<file path="src/rtl/vga_pkg.sv">
// Shared constants and slot-phase encoding for the VGA table fetch arbiter.
package vga_pkg;

  localparam logic [15:0] TABLE_BASE_DEF = 16'hFFF0;
  localparam int unsigned TABLE_SIZE     = 8;
  localparam int unsigned IDX_W          = $clog2(TABLE_SIZE);

  typedef enum logic [1:0] {
    PH_FETCH   = 2'd0,
    PH_CAPTURE = 2'd1,
    PH_CPU     = 2'd2,
    PH_ACK     = 2'd3
  } phase_e;

endpackage

</file>
<file path="src/rtl/vga_fetch_arbiter_if.sv">
// CPU request/response bus and synchronous RAM port shared by the arbiter.
interface vga_fetch_arbiter_if #(
  parameter int unsigned WIDTH = 16
);
  logic             cpu_req;
  logic             cpu_we;
  logic [15:0]      cpu_addr;
  logic [WIDTH-1:0] cpu_wdata;
  logic [WIDTH-1:0] cpu_rdata;
  logic             cpu_ack;
  logic             cpu_stall;
  logic [15:0]      mem_addr;
  logic             mem_we;
  logic [WIDTH-1:0] mem_wdata;
  logic [WIDTH-1:0] mem_rdata;

  modport slave (
    input  cpu_req, cpu_we, cpu_addr, cpu_wdata, mem_rdata,
    output cpu_rdata, cpu_ack, cpu_stall, mem_addr, mem_we, mem_wdata
  );

  modport master (
    output cpu_req, cpu_we, cpu_addr, cpu_wdata, mem_rdata,
    input  cpu_rdata, cpu_ack, cpu_stall, mem_addr, mem_we, mem_wdata
  );
endinterface

</file>
<file path="src/rtl/vga_fetch_arbiter.sv">
// Shares one synchronous RAM between a 4-clock VGA table fetch slot and at most one
// CPU access per slot; the VGA fetch always owns phase 0, the CPU only phase 2.
module vga_fetch_arbiter
  import vga_pkg::*;
#(
  parameter int unsigned WIDTH      = 16,
  parameter logic [15:0] TABLE_BASE = TABLE_BASE_DEF
) (
  input  logic                 clk_50MHz,
  input  logic                 clear,
  vga_fetch_arbiter_if.slave   bus,
  output logic [WIDTH-1:0]     data_from_mem_vga,
  output logic [IDX_W-1:0]     vga_counter
);

  phase_e           phase_q, phase_d;
  logic [IDX_W-1:0] cnt_q, cnt_d;
  logic [WIDTH-1:0] shadow_q, shadow_d;
  logic [WIDTH-1:0] disp_q, disp_d;
  logic [WIDTH-1:0] rdata_q, rdata_d;
  logic             grant_q, grant_d;
  logic             gwe_q, gwe_d;
  logic             ack_q, ack_d;
  logic [IDX_W-1:0] next_idx;

  assign next_idx = cnt_q + 1'b1;

  always_comb begin
    phase_d  = phase_q;
    cnt_d    = cnt_q;
    shadow_d = shadow_q;
    disp_d   = disp_q;
    rdata_d  = rdata_q;
    grant_d  = grant_q;
    gwe_d    = gwe_q;
    ack_d    = ack_q;
    unique case (phase_q)
      PH_FETCH: phase_d = PH_CAPTURE;
      PH_CAPTURE: begin
        // RAM returns the phase-0 fetch now; the CPU request is also decided here.
        shadow_d = bus.mem_rdata;
        grant_d  = bus.cpu_req;
        gwe_d    = bus.cpu_we;
        phase_d  = PH_CPU;
      end
      PH_CPU: begin
        ack_d   = grant_q;
        phase_d = PH_ACK;
      end
      PH_ACK: begin
        if (ack_q && !gwe_q) rdata_d = bus.mem_rdata;
        ack_d   = 1'b0;
        grant_d = 1'b0;
        cnt_d   = next_idx;
        disp_d  = shadow_q;
        phase_d = PH_FETCH;
      end
      default: phase_d = PH_FETCH;
    endcase
  end

  always_ff @(posedge clk_50MHz) begin
    if (clear) begin
      phase_q  <= PH_FETCH;
      cnt_q    <= '0;
      shadow_q <= '0;
      disp_q   <= '0;
      rdata_q  <= '0;
      grant_q  <= 1'b0;
      gwe_q    <= 1'b0;
      ack_q    <= 1'b0;
    end else begin
      phase_q  <= phase_d;
      cnt_q    <= cnt_d;
      shadow_q <= shadow_d;
      disp_q   <= disp_d;
      rdata_q  <= rdata_d;
      grant_q  <= grant_d;
      gwe_q    <= gwe_d;
      ack_q    <= ack_d;
    end
  end

  always_comb begin
    bus.mem_addr  = '0;
    bus.mem_we    = 1'b0;
    bus.mem_wdata = '0;
    if (phase_q == PH_FETCH) begin
      bus.mem_addr = TABLE_BASE + {{(16 - IDX_W){1'b0}}, next_idx};
    end else if (phase_q == PH_CPU && grant_q) begin
      bus.mem_addr  = bus.cpu_addr;
      bus.mem_we    = gwe_q;
      bus.mem_wdata = bus.cpu_wdata;
    end
  end

  // Read data is live from the RAM during the ack clock, then held in rdata_q.
  assign bus.cpu_rdata      = (ack_q && !gwe_q) ? bus.mem_rdata : rdata_q;
  assign bus.cpu_ack        = ack_q;
  assign bus.cpu_stall      = bus.cpu_req & ~ack_q;
  assign data_from_mem_vga  = disp_q;
  assign vga_counter        = cnt_q;

endmodule

</file>
<file path="src/flat_wrapper.sv">
// flat-port wrapper written by rule: the top's interface ports become plain ports
module vga_fetch_arbiter_flat import vga_pkg::*;
#(
  parameter int unsigned WIDTH      = 16,
  parameter logic [15:0] TABLE_BASE = TABLE_BASE_DEF
)
  (clk_50MHz, clear, data_from_mem_vga, vga_counter, bus_cpu_req, bus_cpu_we, bus_cpu_addr, bus_cpu_wdata, bus_mem_rdata, bus_cpu_rdata, bus_cpu_ack, bus_cpu_stall, bus_mem_addr, bus_mem_we, bus_mem_wdata);
  vga_fetch_arbiter_if #(.WIDTH(WIDTH)) bus_i ();
  input  logic clk_50MHz;
  input  logic clear;
  output logic [WIDTH-1:0] data_from_mem_vga;
  output logic [IDX_W-1:0] vga_counter;
  input wire logic [$bits(bus_i.cpu_req)-1:0] bus_cpu_req;
  input wire logic [$bits(bus_i.cpu_we)-1:0] bus_cpu_we;
  input wire logic [$bits(bus_i.cpu_addr)-1:0] bus_cpu_addr;
  input wire logic [$bits(bus_i.cpu_wdata)-1:0] bus_cpu_wdata;
  input wire logic [$bits(bus_i.mem_rdata)-1:0] bus_mem_rdata;
  output wire logic [$bits(bus_i.cpu_rdata)-1:0] bus_cpu_rdata;
  output wire logic [$bits(bus_i.cpu_ack)-1:0] bus_cpu_ack;
  output wire logic [$bits(bus_i.cpu_stall)-1:0] bus_cpu_stall;
  output wire logic [$bits(bus_i.mem_addr)-1:0] bus_mem_addr;
  output wire logic [$bits(bus_i.mem_we)-1:0] bus_mem_we;
  output wire logic [$bits(bus_i.mem_wdata)-1:0] bus_mem_wdata;
  assign bus_i.cpu_req = bus_cpu_req;
  assign bus_i.cpu_we = bus_cpu_we;
  assign bus_i.cpu_addr = bus_cpu_addr;
  assign bus_i.cpu_wdata = bus_cpu_wdata;
  assign bus_i.mem_rdata = bus_mem_rdata;
  assign bus_cpu_rdata = bus_i.cpu_rdata;
  assign bus_cpu_ack = bus_i.cpu_ack;
  assign bus_cpu_stall = bus_i.cpu_stall;
  assign bus_mem_addr = bus_i.mem_addr;
  assign bus_mem_we = bus_i.mem_we;
  assign bus_mem_wdata = bus_i.mem_wdata;
  vga_fetch_arbiter #(.WIDTH(WIDTH), .TABLE_BASE(TABLE_BASE)) u_core (.clk_50MHz(clk_50MHz), .clear(clear), .bus(bus_i), .data_from_mem_vga(data_from_mem_vga), .vga_counter(vga_counter));
endmodule
</file>
<file path="config.mk">
export PLATFORM = sky130hd
export DESIGN_NAME = vga_fetch_arbiter_flat
export DESIGN_NICKNAME = d
export VERILOG_FILES = /design/src/rtl/vga_pkg.sv /design/src/rtl/vga_fetch_arbiter_if.sv /design/src/rtl/vga_fetch_arbiter.sv /design/src/flat_wrapper.sv
export SDC_FILE = /design/constraint.sdc
export NUM_CORES = 1
export LEC_CHECK = 0
export ABC_AREA = 1
export CORE_MARGIN = 3
export CORE_UTILIZATION = 41
export DETAILED_ROUTE_END_ITERATION = 16
export PLACE_DENSITY = 0.86
export SYNTH_ARGS = -nofsm -noshare
export SYNTH_HDL_FRONTEND = slang
export SYNTH_SLANG_ARGS = --single-unit
</file>
<file path="constraint.sdc">
create_clock -name clk_50MHz -period 1.8 [get_ports clk_50MHz]
set_clock_uncertainty 0.05 [all_clocks]
set_input_delay 0.36 -clock clk_50MHz [delete_from_list [all_inputs] [get_ports clk_50MHz]]
set_output_delay 0.36 -clock clk_50MHz [all_outputs]
set_load 0.005 [all_outputs]
</file>
# Word level (Yosys, flattened, before mapping)
# Index checks and enable logic that the tools add are counted.
# totals
latch_bits,0
out_inout_bits,70
input_bits,52
ramBits,0
regBits,56
rom_bits,0
elab_cells,31
n_memories,0
# classes
mul,0
n_bitwise,2
div,0
addsub,2
n_reduce_logical,6
n_shift,0
order_cmp,0
n_eq_ne,3
muxes,10
# ops
operator,n
16-bit 2-to-1 mux,5
2-bit case mux with 4 select lines,1
"5-bit by 4-bit adder with 6-bit output, first input constant",1
"2-bit equality test, second input constant",2
1-bit case mux with 2 select lines,2
2-bit nonzero test,2
"3-bit by 1-bit adder with 3-bit output, second input constant",1
"2-bit by 1-bit equality test with 1-bit output, second input constant",1
1-bit logical AND,2
2-bit logical NOT,1
1-bit 2-to-1 mux,2
1-bit AND,1
1-bit logical NOT,1
1-bit inverter,1

# Depth between registers and ports, before layout
# logic_depth
word_depth,4
depth_mapped,8
ltp_nobuf,6

# Least setup slack after synthesis
# No wires, ideal clock.
# synth_timing
path_type,flip-flop to output port
startpoint,register u_core.phase_q[0]
endpoint,output port bus_mem_addr[10]
slack_ns,0.230
stages_incl_launch_ff,9
arrival_time_ns,1.160
t_required_ns,1.390
path_buffers,2
path_cell_list,dfxtp_1 -> inv_1 -> ha_1 -> nand2_1 -> inv_1 -> buf_2 -> buf_4 -> nand2_1 -> nand2_1
# synth_via
elab_chain_cells,4
word_cells_on_any_way,5
cone_classes,1 x eq/ne; 2 x mux; 2 x reduce/logical
# synth_rtl
element,line,source
start: declaration,vga_fetch_arbiter.sv:16,"phase_e phase_q, phase_d;"
start signal: assignment,vga_fetch_arbiter.sv:73,phase_q <= phase_d;
2-bit equality test,vga_fetch_arbiter.sv:90,end else if (phase_q == PH_CPU && grant_q) begin
1-bit logical AND,vga_fetch_arbiter.sv:90,
16-bit 2-to-1 mux,vga_fetch_arbiter.sv:90,
16-bit 2-to-1 mux (*),vga_fetch_arbiter.sv:88,if (phase_q == PH_FETCH) begin
end: declaration,flat_wrapper.sv:21,output wire logic [$bits(bus_i.mem_addr)-1:0] bus_mem_addr;
# Mark *: on every way between the ends. The rest lies on a longest branch, timed or not.

# Final worst setup path
# layout_timing
startpoint,register u_core.phase_q[0]
endpoint,output port bus_mem_addr[3]
# Same word-level chain as after synthesis.

==> metrics <==
status finished with violations; failing checks negative setup slack; startpoint types register; syn nets 447; drt total wl roughly 14 mm; Mean Syn Cell Area approximately 6.7 um^2; crit end category output pin; Peak VDD IR approximately 1 mV; DIE AREA approximately 0.0074 mm^2; Setup CP Type register to output pin; clock network latency to the later pin of the worst-skew pair around 310 ps; Starting Density approximately 43%; CP max stage delay between 300 and 400 ps; Slew Limit Fails 0; Clock Path Buffers 2; Synth Warn # 0; 1st-pass router iterations 7; Layout fillers about 310; placed cells ~610; Syn Inst Count 390; nets@finish around 640; die span in y roughly 86 um; layout cells sized above 1 between 40% and 50%; Distinct cells, synth 21; RR Startpoint u_core.phase_q[1]; initial antenna violation count 0; critical path peak fanout 8; DP HPWL ~6.4 mm; io pins between 100 and 150; Core Region a little over 0.006 mm^2; cell area after layout slightly above 0.005 mm^2; WP data required roughly 1400 ps; IO buf count between 100 and 150; global route overflow 0; level count of the clock H-tree 2; Placer Congestion ~0.87; initial drt markers about 340; largest net degree at the start of global routing 34; first-pass GRT wire length 17.86 mm; DP Worst Slack -287.4 ps; n_diodes 0; Final Cycle Share 118.8%; cts bufs inserted 5; Critical Path End bus_mem_addr[3]; RSZ-0062 raised after global routing yes; Crit. Startpoint u_core.phase_q[0]; # setup viols final 38; vias in the first global route 3462; CP arrival approximately 1700 ps; antenna-violating nets left 0; total power draw ~0.0044 W; worst-margin pin slew 611.8 ps; WHS Path Cells 2; Fin. Hold Viols 0; #FFs+latches synth 56; clock period minus worst slack 2138 ps; clk sinks 56; FF-to-FF End u_core.rdata_q[12]; netlist area before placement 0.002621 mm^2; Seq/Total Area, Yosys between 40 and 50%; HP Start u_core.shadow_q[10]; MaxCap Viol Count 0; via count between 3000 and 4000; Syn-to-layout area delta 94.32%; Via density about 5.7; leakage power roughly 2.5 nW; HP Class register to register; final cell count without fillers between 600 and 700; Max stage delay cell, worst path dfxtp_2; placed cell areas slightly above 0.004 mm^2; number of remaining DRC errors 0; flop-to-flop setup slack roughly 50 ps; drt wl/cell around 21 um; Die Wd between 80 and 90 um; power per cell area 870.6 mW/mm^2; Slew HR around 59%; fmax 467.7 MHz; setup ws final -338.1 ps; Root Buffer Master clkbuf_8; R2R cell count 6; CTS tree yes; Layout Utilization roughly 84%; CP Cell Sequence inv_4 > ha_4 > nand2_4 > inv_6 > buf_6 > buf_8 > buf_4 > nand2_1 > nor2_1 > buf_2; row count 28; total track usage approximately 30%; Worst-path clk slew about 110 ps
[critical path: cells and delay by family (launching register included)]
kind | cells | cell delay, ps
flip-flops | 1 | 350
AND/OR/NAND/NOR | 3 | 260
buffers and inverters | 6 | 630
adder cells (fa/ha/maj) | 1 | 160
[power by group]
| group | internal [W] | leakage [nW] | total (W) | switching (W) |
|---|---|---|---|---|
| registers | 0.00139 | 0.457 | 0.00149 | 0.000106 |
| logic | 0.00105 | 1.95 | 0.00208 | 0.00103 |
| clock network | 0.000422 | 0.0558 | 0.000861 | 0.000439 |
[layout by cell type, fill, tap and decap left out, types with 2 or more instances in the layout]
cell type and count:
nand2_1 109, clkdlybuf4s50_1 68, dfxtp_1 52, buf_4 49
inv_1 33, buf_2 33, nand2_2 31, buf_6 31
a21oi_1 19, o21ai_0 18, nor2_1 16, nand3_1 16
and2_4 11, nand2_4 9, buf_12 9, nand3_2 8
nand3_4 8, inv_2 6, clkbuf_2 6, and2_1 5
clkbuf_8 5, nor2_4 4, nor2_2 4, buf_16 4
dlygate4sd2_1 4, inv_6 3, ha_1 3, buf_8 3
nand2_8 2, o21ai_1 2, ha_4 2, dfxtp_4 2
dfxtp_2 2
[worst min-delay path by stage]
| stage | to |
|---|---|
| 5_1_grt | u_core.rdata_q[0] |
| 3_3_place_gp | u_core.data_from_mem_vga[3] |
| 4_1_cts | u_core.data_from_mem_vga[5] |
| 6_report | u_core.data_from_mem_vga[10] |
| 2_1_floorplan | u_core.data_from_mem_vga[0] |
| 3_5_place_dp | u_core.data_from_mem_vga[5] |
[per-stage QoR]
stage               hold WS (ps)  setup TNS, ps
floorplan                  363.5              0
global placement           374.5          -8794
detailed placement         381.0         -10360
CTS                        401.0          -3245
global route               424.7          -8164
finish                     406.5          -6534
[state kept, by name, indices dropped and copies added, names as in the netlist]
signal,cells
u_core.vga_counter,3
u_core.data_from_mem_vga,16
u_core.gwe_q,1
u_core.grant_q,1
u_core.shadow_q,16
u_core.phase_q,2
u_core.rdata_q,16
u_core.bus.cpu_ack,1
[timing repair]
| item | CTS | global route |
|---|---|---|
| setup buffers | 27 | 19 |
| gates resized for setup | 291 | 73 |
| hold buffers | 0 | 0 |
| pin swaps | 13 | 20 |
| gates cloned | 4 | 1 |
| endpoints found under the hold margin | 0 | 0 |
| endpoints found under the setup margin | 51 | 49 |
[area by class of cell]
type	count	area, um^2	share of cell area, %
Clock inverter	2	38.79	0.7615
Clock buffer	6	72.57	1.425
Inverter	43	178.9	3.513
Timing Repair Buffer	207	1963	38.54
Multi-Input combinational cell	271	1615	31.71
Sequential cell	56	1131	22.21
Tap cell	75	93.84	1.842
[layer usage]
| metal | GRT usage (%) | wire [um] | up-vias |
|---|---|---|---|
| met2 | 54.59 | 6798 | 273 |
| met4 | 16.12 | 1003 | 0 |
| met3 | 5.187 | 1033 | 96 |
| met5 | 0 | 0 | - |
| li1 | - | - | 1592 |
| met1 | 35.47 | 5097 | 1771 |
[synth_stat cells (all sizes together)]
master / n / share of area (%)
dfxtp: 56 / 43
ha: 5 / 2.4
o21ai: 20 / 3.8
nand2: 150 / 22
nor3: 1 / 0.19
buf: 16 / 4.0
and2: 16 / 3.8
inv: 43 / 6.2
nor2: 24 / 3.5
xor2: 1 / 0.33
a21boi: 1 / 0.29
a21oi: 19 / 3.6
clkbuf: 5 / 1.1
nand3: 32 / 6.1
xnor2: 1 / 0.33
[kinds of logic after synthesis]
logic type                 count (synthesis)  share of synthesized area [%]
AOI/OAI and AO/OA                         40                          7.733
and+or+nand+nor                          223                          35.23
adders and majority gates                  5                          2.387
DFF                                       56                          42.77
buffers and inverters                     64                          11.22
xor gates and xnor gates                   2                         0.6684
No activity file was read; power rests on OpenSTA's default activity.
